## config.mk

```make
export PLATFORM = sky130hd
export DESIGN_NAME = sort_serializer
export DESIGN_NICKNAME = d
export VERILOG_FILES = /design/src/rtl/sort_serializer.sv
export SDC_FILE = /design/constraint.sdc
export NUM_CORES = 1
export LEC_CHECK = 0
export CORE_ASPECT_RATIO = 2
export CORE_MARGIN = 2
export CORE_UTILIZATION = 41
export CTS_CLUSTER_SIZE = 12
export DETAILED_ROUTE_END_ITERATION = 10
export GPL_TIMING_DRIVEN = 0
export HOLD_SLACK_MARGIN = 0.12
export PLACE_DENSITY_LB_ADDON = 0.25
export SLEW_MARGIN = 40
export SYNTH_ARGS = -nofsm -noshare
export SYNTH_HDL_FRONTEND = slang
export SYNTH_SLANG_ARGS = --single-unit
```

## constraint.sdc

```tcl
create_clock -name clk -period 3.5 [get_ports clk]
set_input_delay 0.525 -clock clk [delete_from_list [all_inputs] [get_ports clk]]
set_output_delay 0.525 -clock clk [all_outputs]
set_load 0.03 [all_outputs]
```

## src/rtl/sort_serializer.sv

```systemverilog
// Serializes one 4-word sorted frame into 4 handshaked beats with a frame counter.
// Optional macro SORT_SERIALIZER_DESC_EN emits beats in descending order (rd..ra).
module sort_serializer #(
  parameter int width = 4
) (
  input  logic             clk,
  input  logic             rst_n,
  input  logic [width-1:0] ra,
  input  logic [width-1:0] rb,
  input  logic [width-1:0] rc,
  input  logic [width-1:0] rd,
  input  logic             in_valid,
  output logic             in_ready,
  output logic [width-1:0] out_data,
  output logic [1:0]       out_idx,
  output logic             out_valid,
  input  logic             out_ready,
  output logic             out_last,
  output logic [7:0]       frame_cnt
);

  typedef enum logic {IDLE, SEND} state_t;

  state_t           state_q, state_d;
  logic [1:0]       idx_q, idx_d;
  logic [7:0]       cnt_q, cnt_d;
  logic [width-1:0] word_q [4];
  logic [width-1:0] word_d [4];

  logic beat_acc;
  logic last_acc;
  logic capture;

  always_comb begin
    state_d  = state_q;
    idx_d    = idx_q;
    cnt_d    = cnt_q;
    word_d   = word_q;
    beat_acc = (state_q == SEND) && out_ready;
    last_acc = beat_acc && (idx_q == 2'd3);
    in_ready = rst_n && ((state_q == IDLE) || last_acc);
    capture  = in_valid && in_ready;

    if (beat_acc) begin
      if (last_acc) begin
        cnt_d   = cnt_q + 8'd1;
        idx_d   = 2'd0;
        state_d = IDLE;
      end else begin
        idx_d = idx_q + 2'd1;
      end
    end

    // Emission order is fixed at capture time so the output mux never changes.
    if (capture) begin
`ifdef SORT_SERIALIZER_DESC_EN
      word_d[0] = rd;
      word_d[1] = rc;
      word_d[2] = rb;
      word_d[3] = ra;
`else
      word_d[0] = ra;
      word_d[1] = rb;
      word_d[2] = rc;
      word_d[3] = rd;
`endif
      idx_d   = 2'd0;
      state_d = SEND;
    end
  end

  always_ff @(posedge clk) begin
    if (!rst_n) begin
      state_q <= IDLE;
      idx_q   <= 2'd0;
      cnt_q   <= 8'd0;
      for (int i = 0; i < 4; i++) word_q[i] <= '0;
    end else begin
      state_q <= state_d;
      idx_q   <= idx_d;
      cnt_q   <= cnt_d;
      word_q  <= word_d;
    end
  end

  assign out_valid = (state_q == SEND);
  assign out_idx   = idx_q;
  assign out_last  = out_valid && (idx_q == 2'd3);
  assign out_data  = out_valid ? word_q[idx_q] : '0;
  assign frame_cnt = cnt_q;

endmodule

```

==> run metrics, run 1 <==
initial antenna violation count 0; Clock Power Share 0.302; setup bufs post-CTS 0; GRT Overall Usage 0.163; critical setup path kind flip-flop to primary output; ANT cells 0; die area 0.00358 sq mm; drt via density 5.17; Seq cells post-synth 27; Flop pwr share 0.559; CTS H-Tree Depth 1; Cell Area, Synth 0.00127 sq mm; Final WS setup 0.618 ns; Net Sw Power 145 uW; Worst setup SP type flip-flop; IO buf count 35; final core occ 0.578; CTS Buf Count 3; Syn Nets 156; Area after DPL 0.00166 sq mm; number of global-route vias before repair 1,056; IO Pins 37; RSZ-0062 raised after global routing false; Initial Utilization 0.431; clock tree sinks 27; # resized after CTS 0; cell count after synthesis 134; placed cells 199; Period minus WS final 2.88 ns; number of routed nets with antenna violations 0; Worst-Skew Late Latency 0.27 ns; maximum cell stage delay along the critical path 0.69 ns; via count 1,049; Worst EP required 2.97 ns; final setup vio count 0; DP Worst Slack 0.651 ns; Syn-to-layout area delta 34.2%; worst setup path start out_idx[1]$_SDFFE_PP0P_; core box area 0.00294 sq mm; fraction of layout instances using a drive strength above 1 0.0809; Design Area, Final 0.00170 sq mm; drt first-iter violations 17; Critical Path AT 2.36 ns; final hold vios 0; Maximum Capacitance Violations 0; CTS Buffer Depth 2; FP Rows 28; internal cell power 450 uW; Logic pwr share 0.139; total congestion overflow 0; fin crit share 0.823; reg2reg start out_idx[1]$_SDFFE_PP0P_; clock root cell clkbuf_8; setup TNS 0 ns; first drt pass iteration count 4; cts hold-fix bufs 0; crit end category primary output; final WL 2790 microns; slowest CP cell clkdlybuf4s50_1; Residual DRC 0; die width 43.3 microns; Slew HR 0.708; Final HPWL DP 2250 microns; Final Instance Count excl. Fillers 203; Peak supply drop 0.000263 V; fmax 347 MHz; Worst Tran Pin Value 0.437 ns; nets@finish 196; crit-path max FO 10; Synth Warn # 0; clk_skew 0.00383 ns; min-delay src word_q[7]$_SDFFE_PN0P_; P per Cell Area 350 mW/mm^2; Leak 0.680 nW; wire per inst 13.7 microns; Die Height 82.6 microns; global-route wire length before repair 4500 microns; Tightest Hold Check Type flip-flop to flip-flop; syn avg cell area 9.46 sq um; switching share of power 0.243; pin count of the biggest net entering global routing 15; status complete, no violations; Slew Limit Fails 0; fill cell count 280; RePlAce Congestion 0.821; clk slew on worst S/H paths 0.09 ns; CTS tree done; critical-path cell list ha_1, nand3_2, buf_6, a21oi_1, clkdlybuf4s50_1; unique cell type count in the Yosys netlist 25; register area share after synthesis 0.426
kinds of logic (layout without fill, tap and decap cells):
| family | after synthesis | after routing | share of synthesized area |
|---|---|---|---|
| compound gates | 15 | 15 | 0.0740 |
| xor+xnor | 2 | 2 | 0.0138 |
| fa+ha+maj | 2 | 2 | 0.0197 |
| buf+inv | 23 | 62 | 0.0819 |
| flops | 27 | 27 | 0.426 |
| mux | 22 | 22 | 0.213 |
| simple gates | 43 | 43 | 0.171 |
worst max-delay path: cells and delay by family, from the launching register on:
family	cells	cell delay, ns
buf+inv	2	0.89
compound gates	1	0.14
simple gates	1	0.19
fa+ha+maj	1	0.30
flops	1	0.56
metrics by stage:
step / power (mW) / hold WS [ns]
final: 0.595 / 0.465
after detailed placement: 0.424 / 0.452
after global placement: 0.420 / 0.440
after global routing: 0.617 / 0.487
after CTS: 0.596 / 0.469
after floorplan: 0.383 / 0.432
Yosys cell counts:
cell type / count / area (sq um)
a21oi_1: 8 / 40.0
nand3_2: 1 / 10.0
buf_6: 2 / 22.5
buf_2: 2 / 10.0
o31ai_1: 3 / 22.5
nor3_1: 1 / 5.00
o21ai_0: 3 / 15.0
or3b_2: 1 / 8.76
ha_1: 2 / 25.0
inv_1: 17 / 63.8
nand4_1: 2 / 12.5
nor2_1: 4 / 15.0
mux4_2: 4 / 90.1
mux2i_1: 18 / 180
and2_1: 5 / 31.3
nand3_1: 2 / 10.0
clkbuf_1: 2 / 7.51
nand2_1: 20 / 75.1
xor2_1: 2 / 17.5
or4_1: 3 / 22.5
or3_1: 2 / 12.5
nor3b_1: 1 / 7.51
nor2b_1: 1 / 6.26
a21oi_4: 1 / 16.3
dfxtp_1: 27 / 541
flip-flops by register name, summed over array words and instances, names as in the netlist:
signal and cells:
frame_cnt 8, out_idx 2, out_valid 1, word_q 16
placed cells by master (no fill, tap or decap):
| cell type | Yosys | routed |
|---|---|---|
| and2_1 | 5 | 5 |
| a21oi_4 | 1 | 1 |
| nor3_1 | 1 | 1 |
| nor2_1 | 4 | 4 |
| mux2i_1 | 18 | 18 |
| xor2_1 | 2 | 2 |
| dfxtp_1 | 27 | 27 |
| o21ai_0 | 3 | 3 |
| inv_1 | 17 | 17 |
| clkdlybuf4s50_1 | 0 | 35 |
| or4_1 | 3 | 3 |
| nand3_1 | 2 | 2 |
| nor2b_1 | 1 | 1 |
| o31ai_1 | 3 | 3 |
| a21oi_1 | 8 | 8 |
| nand2_1 | 20 | 20 |
| or3b_2 | 1 | 1 |
| nand3_2 | 1 | 1 |
| clkbuf_8 | 0 | 3 |
| buf_2 | 2 | 2 |
| or3_1 | 2 | 2 |
| clkbuf_1 | 2 | 3 |
| nor3b_1 | 1 | 1 |
| nand4_1 | 2 | 2 |
| mux4_2 | 4 | 4 |
| buf_6 | 2 | 2 |
| ha_1 | 2 | 2 |
metal layers:
metal	up-vias	GRT usage	part of all wire
met5	-	0	0
met4	0	0.0697	0.015
met3	6	0.0217	0.037
met2	27	0.316	0.57
met1	490	0.166	0.38
li1	526	-	-
worst paths after layout:
check        slack (ns)                 endpoint  cells past startpoint
max                0.62                 in_ready                      5
max reg2reg        1.53  word_q[15]$_SDFFE_PN0P_                      5
min reg2reg        0.47   word_q[7]$_SDFFE_PN0P_                      2
min                0.47   word_q[7]$_SDFFE_PN0P_                      2
power by group through the flow:
| stage | combinational (mW) | clock, mW | sequential [mW] |
|---|---|---|---|
| floorplan | 0.0444 | 0 | 0.339 |
| CTS | 0.0839 | 0.180 | 0.333 |
| finish | 0.0828 | 0.180 | 0.332 |
| global placement | 0.0812 | 0 | 0.338 |
| detailed placement | 0.0838 | 0 | 0.340 |
| global route | 0.0905 | 0.192 | 0.334 |
area by class of cell:
class	instances	area, sq um	share of cell area
multi-input cells	84	623	0.366
flip-flops and latches	27	541	0.318
repair buffers	35	350	0.206
inverters	17	63.8	0.0375
clock buffers	4	45.0	0.0265
plain buffers	6	40.0	0.0235
well taps	30	37.5	0.0221
Note: power is estimated with default switching activity, not from simulation.
==> run 2: changes to the inputs <==
- clock period: 3.5 -> 2.6 ns (I/O delays scaled with it)
==> run 2 against run 1 <==
Net effect:
- sequential cell count unchanged
- sequential share of layout area up 0.12 points
- sequential power up 35%
- critical path type unchanged
==> run metrics, run 2 (same netlist as run 1, synthesis figures left out) <==
IO buf count 35 (unchanged); Syn-to-layout area delta 34.3% (about the same); Critical Path AT 2.00 ns (-0.36 ns); drt first-iter violations 19 (+2); Hold Slack 0.452 ns (-0.0132 ns); die width 43.3 microns (unchanged); crit end category primary output; area of the multi-input gates 623 sq um (unchanged); critical setup path kind flip-flop to primary output; crit-path max FO 7 (-3); P per Cell Area 469 mW/mm^2 (+34%); ANT cells 0 (unchanged); setup bufs post-CTS 0 (unchanged); number of global-route vias before repair 1,056 (unchanged); clk_skew 0.00229 ns (-0.00154 ns); CTS Buffer Depth 2 (unchanged); Residual DRC 0 (unchanged); number of routed nets with antenna violations 0 (unchanged); max reg flops 16 (unchanged); GRT Overall Usage 0.163 (unchanged); worst setup path start out_idx[1]$_SDFFE_PP0P_; Worst setup SP type flip-flop; most common cell after layout, fill and taps aside clkdlybuf4s50_1; Slew Limit Fails 0 (unchanged); Period minus WS final 2.39 ns; IO Pins 37 (unchanged); global-route wire length before repair 4500 microns (unchanged); clock root cell clkbuf_8; Initial Utilization 0.431 (unchanged); final core occ 0.578 (about the same); final WL 2740 microns (-1.7%); fraction of layout instances using a drive strength above 1 0.0925 (+0.0116); CTS tree done; FP Rows 28 (unchanged); Final HPWL DP 2250 microns (unchanged); Final WS setup 0.212 ns (-0.407 ns); Maximum Capacitance Violations 0 (unchanged); CTS H-Tree Depth 1 (unchanged); via count 1,045 (-0.38%); clk slew on worst S/H paths 0.09 ns (about the same); Peak supply drop 0.000354 V (+35%); setup TNS 0 ns (unchanged); drt via density 5.15 (-0.38%); clock tree sinks 27 (unchanged); first drt pass iteration count 4 (unchanged); Reg area 543 sq um (+0.46%); Reg2Reg Setup Slack 0.78 ns (-0.75 ns); Tightest Hold Check Type input pin to flip-flop; total congestion overflow 0 (unchanged); core box area 0.00294 sq mm (unchanged); Slew HR 0.710 (+0.00176); nets@finish 196 (unchanged); most flop-heavy register word_q; initial antenna violation count 0 (unchanged); RSZ-0062 raised after global routing false; CTS Buf Count 3 (unchanged); die area 0.00358 sq mm (unchanged); wire per inst 13.5 microns (-1.7%); Leak 0.684 nW (+0.50%); status complete, no violations; DP Worst Slack 0.0212 ns (-0.630 ns); fin crit share 0.919; RePlAce Congestion 0.821 (unchanged); fill cell count 282 (+0.71%); reg2reg start out_idx[0]$_SDFFE_PP0P_; Worst EP required 2.21 ns (-0.76 ns); final setup vio count 0 (unchanged); Worst Tran Pin Value 0.435 ns (-0.00264 ns); Die Height 82.6 microns (unchanged); fmax 419 MHz; min-delay src rst_n; final hold vios 0 (unchanged); Worst-Skew Late Latency 0.27 ns (about the same); pin count of the biggest net entering global routing 15 (unchanged); most frequent cells in the layout 34 x clkdlybuf4s50_1, 25 x dfxtp_1, 20 x nand2_1, 18 x mux2i_1, 17 x inv_1
## run 2: layout make-up
cell class | count | area share
buffer | 6 | 0.0235
clock buffer | 4 | 0.0265
inverter | 17 | 0.0375
multi-input combinational | 84 | 0.366
sequential | 27 | 0.319
tap | 30 | 0.0221
timing repair buffer | 35 | 0.205
## run 2: worst max-delay path, cell delays in order (launching register included)
cell and delay, ns:
dfxtp_2 0.45, mux4_2 0.51, and2_1 0.18, clkdlybuf4s50_1 0.59
## run 2: final timing paths
path,end,cells after the start
worst max register to register,word_q[15]$_SDFFE_PN0P_,5
worst min register to register,word_q[7]$_SDFFE_PN0P_,2
worst max-delay path,out_data[1],3
worst min-delay path,word_q[13]$_SDFFE_PN0P_,3
## run 2: what timing repair did
item | in CTS | in global routing
setup endpoints to repair | 1 | 0
hold buffers | 0 | 0
resized for setup | 3 | 0
## run 2: routing by layer
layer  wire [microns]  GRT usage  part of all wire
met1             1040      0.166              0.38
met2             1560      0.316              0.57
met3              102     0.0217             0.037
met4               42     0.0697             0.015
met5                0          0                 0
## run 2: power by group
part           switching [mW]  total [mW]  internal, mW
sequential             0.0141       0.448         0.433
clock                   0.131       0.241         0.110
combinational          0.0487       0.111        0.0619
total                   0.194       0.799         0.605
## run 2: metrics by stage
| step | instance area, sq um | std cells | power, mW |
|---|---|---|---|
| floorplan | 1270 | 134 | 0.516 |
| global placement | 1660 | 199 | 0.565 |
| detailed placement | 1660 | 199 | 0.570 |
| CTS | 1700 | 203 | 0.802 |
| global route | 1700 | 203 | 0.829 |
| finish | 1700 | 203 | 0.799 |
==> run 3: changes to the inputs <==
- SLEW_MARGIN: 40 -> 20
==> results of run 3 <==
No change in the layout: final DEF, timing and power equal those of run 2.
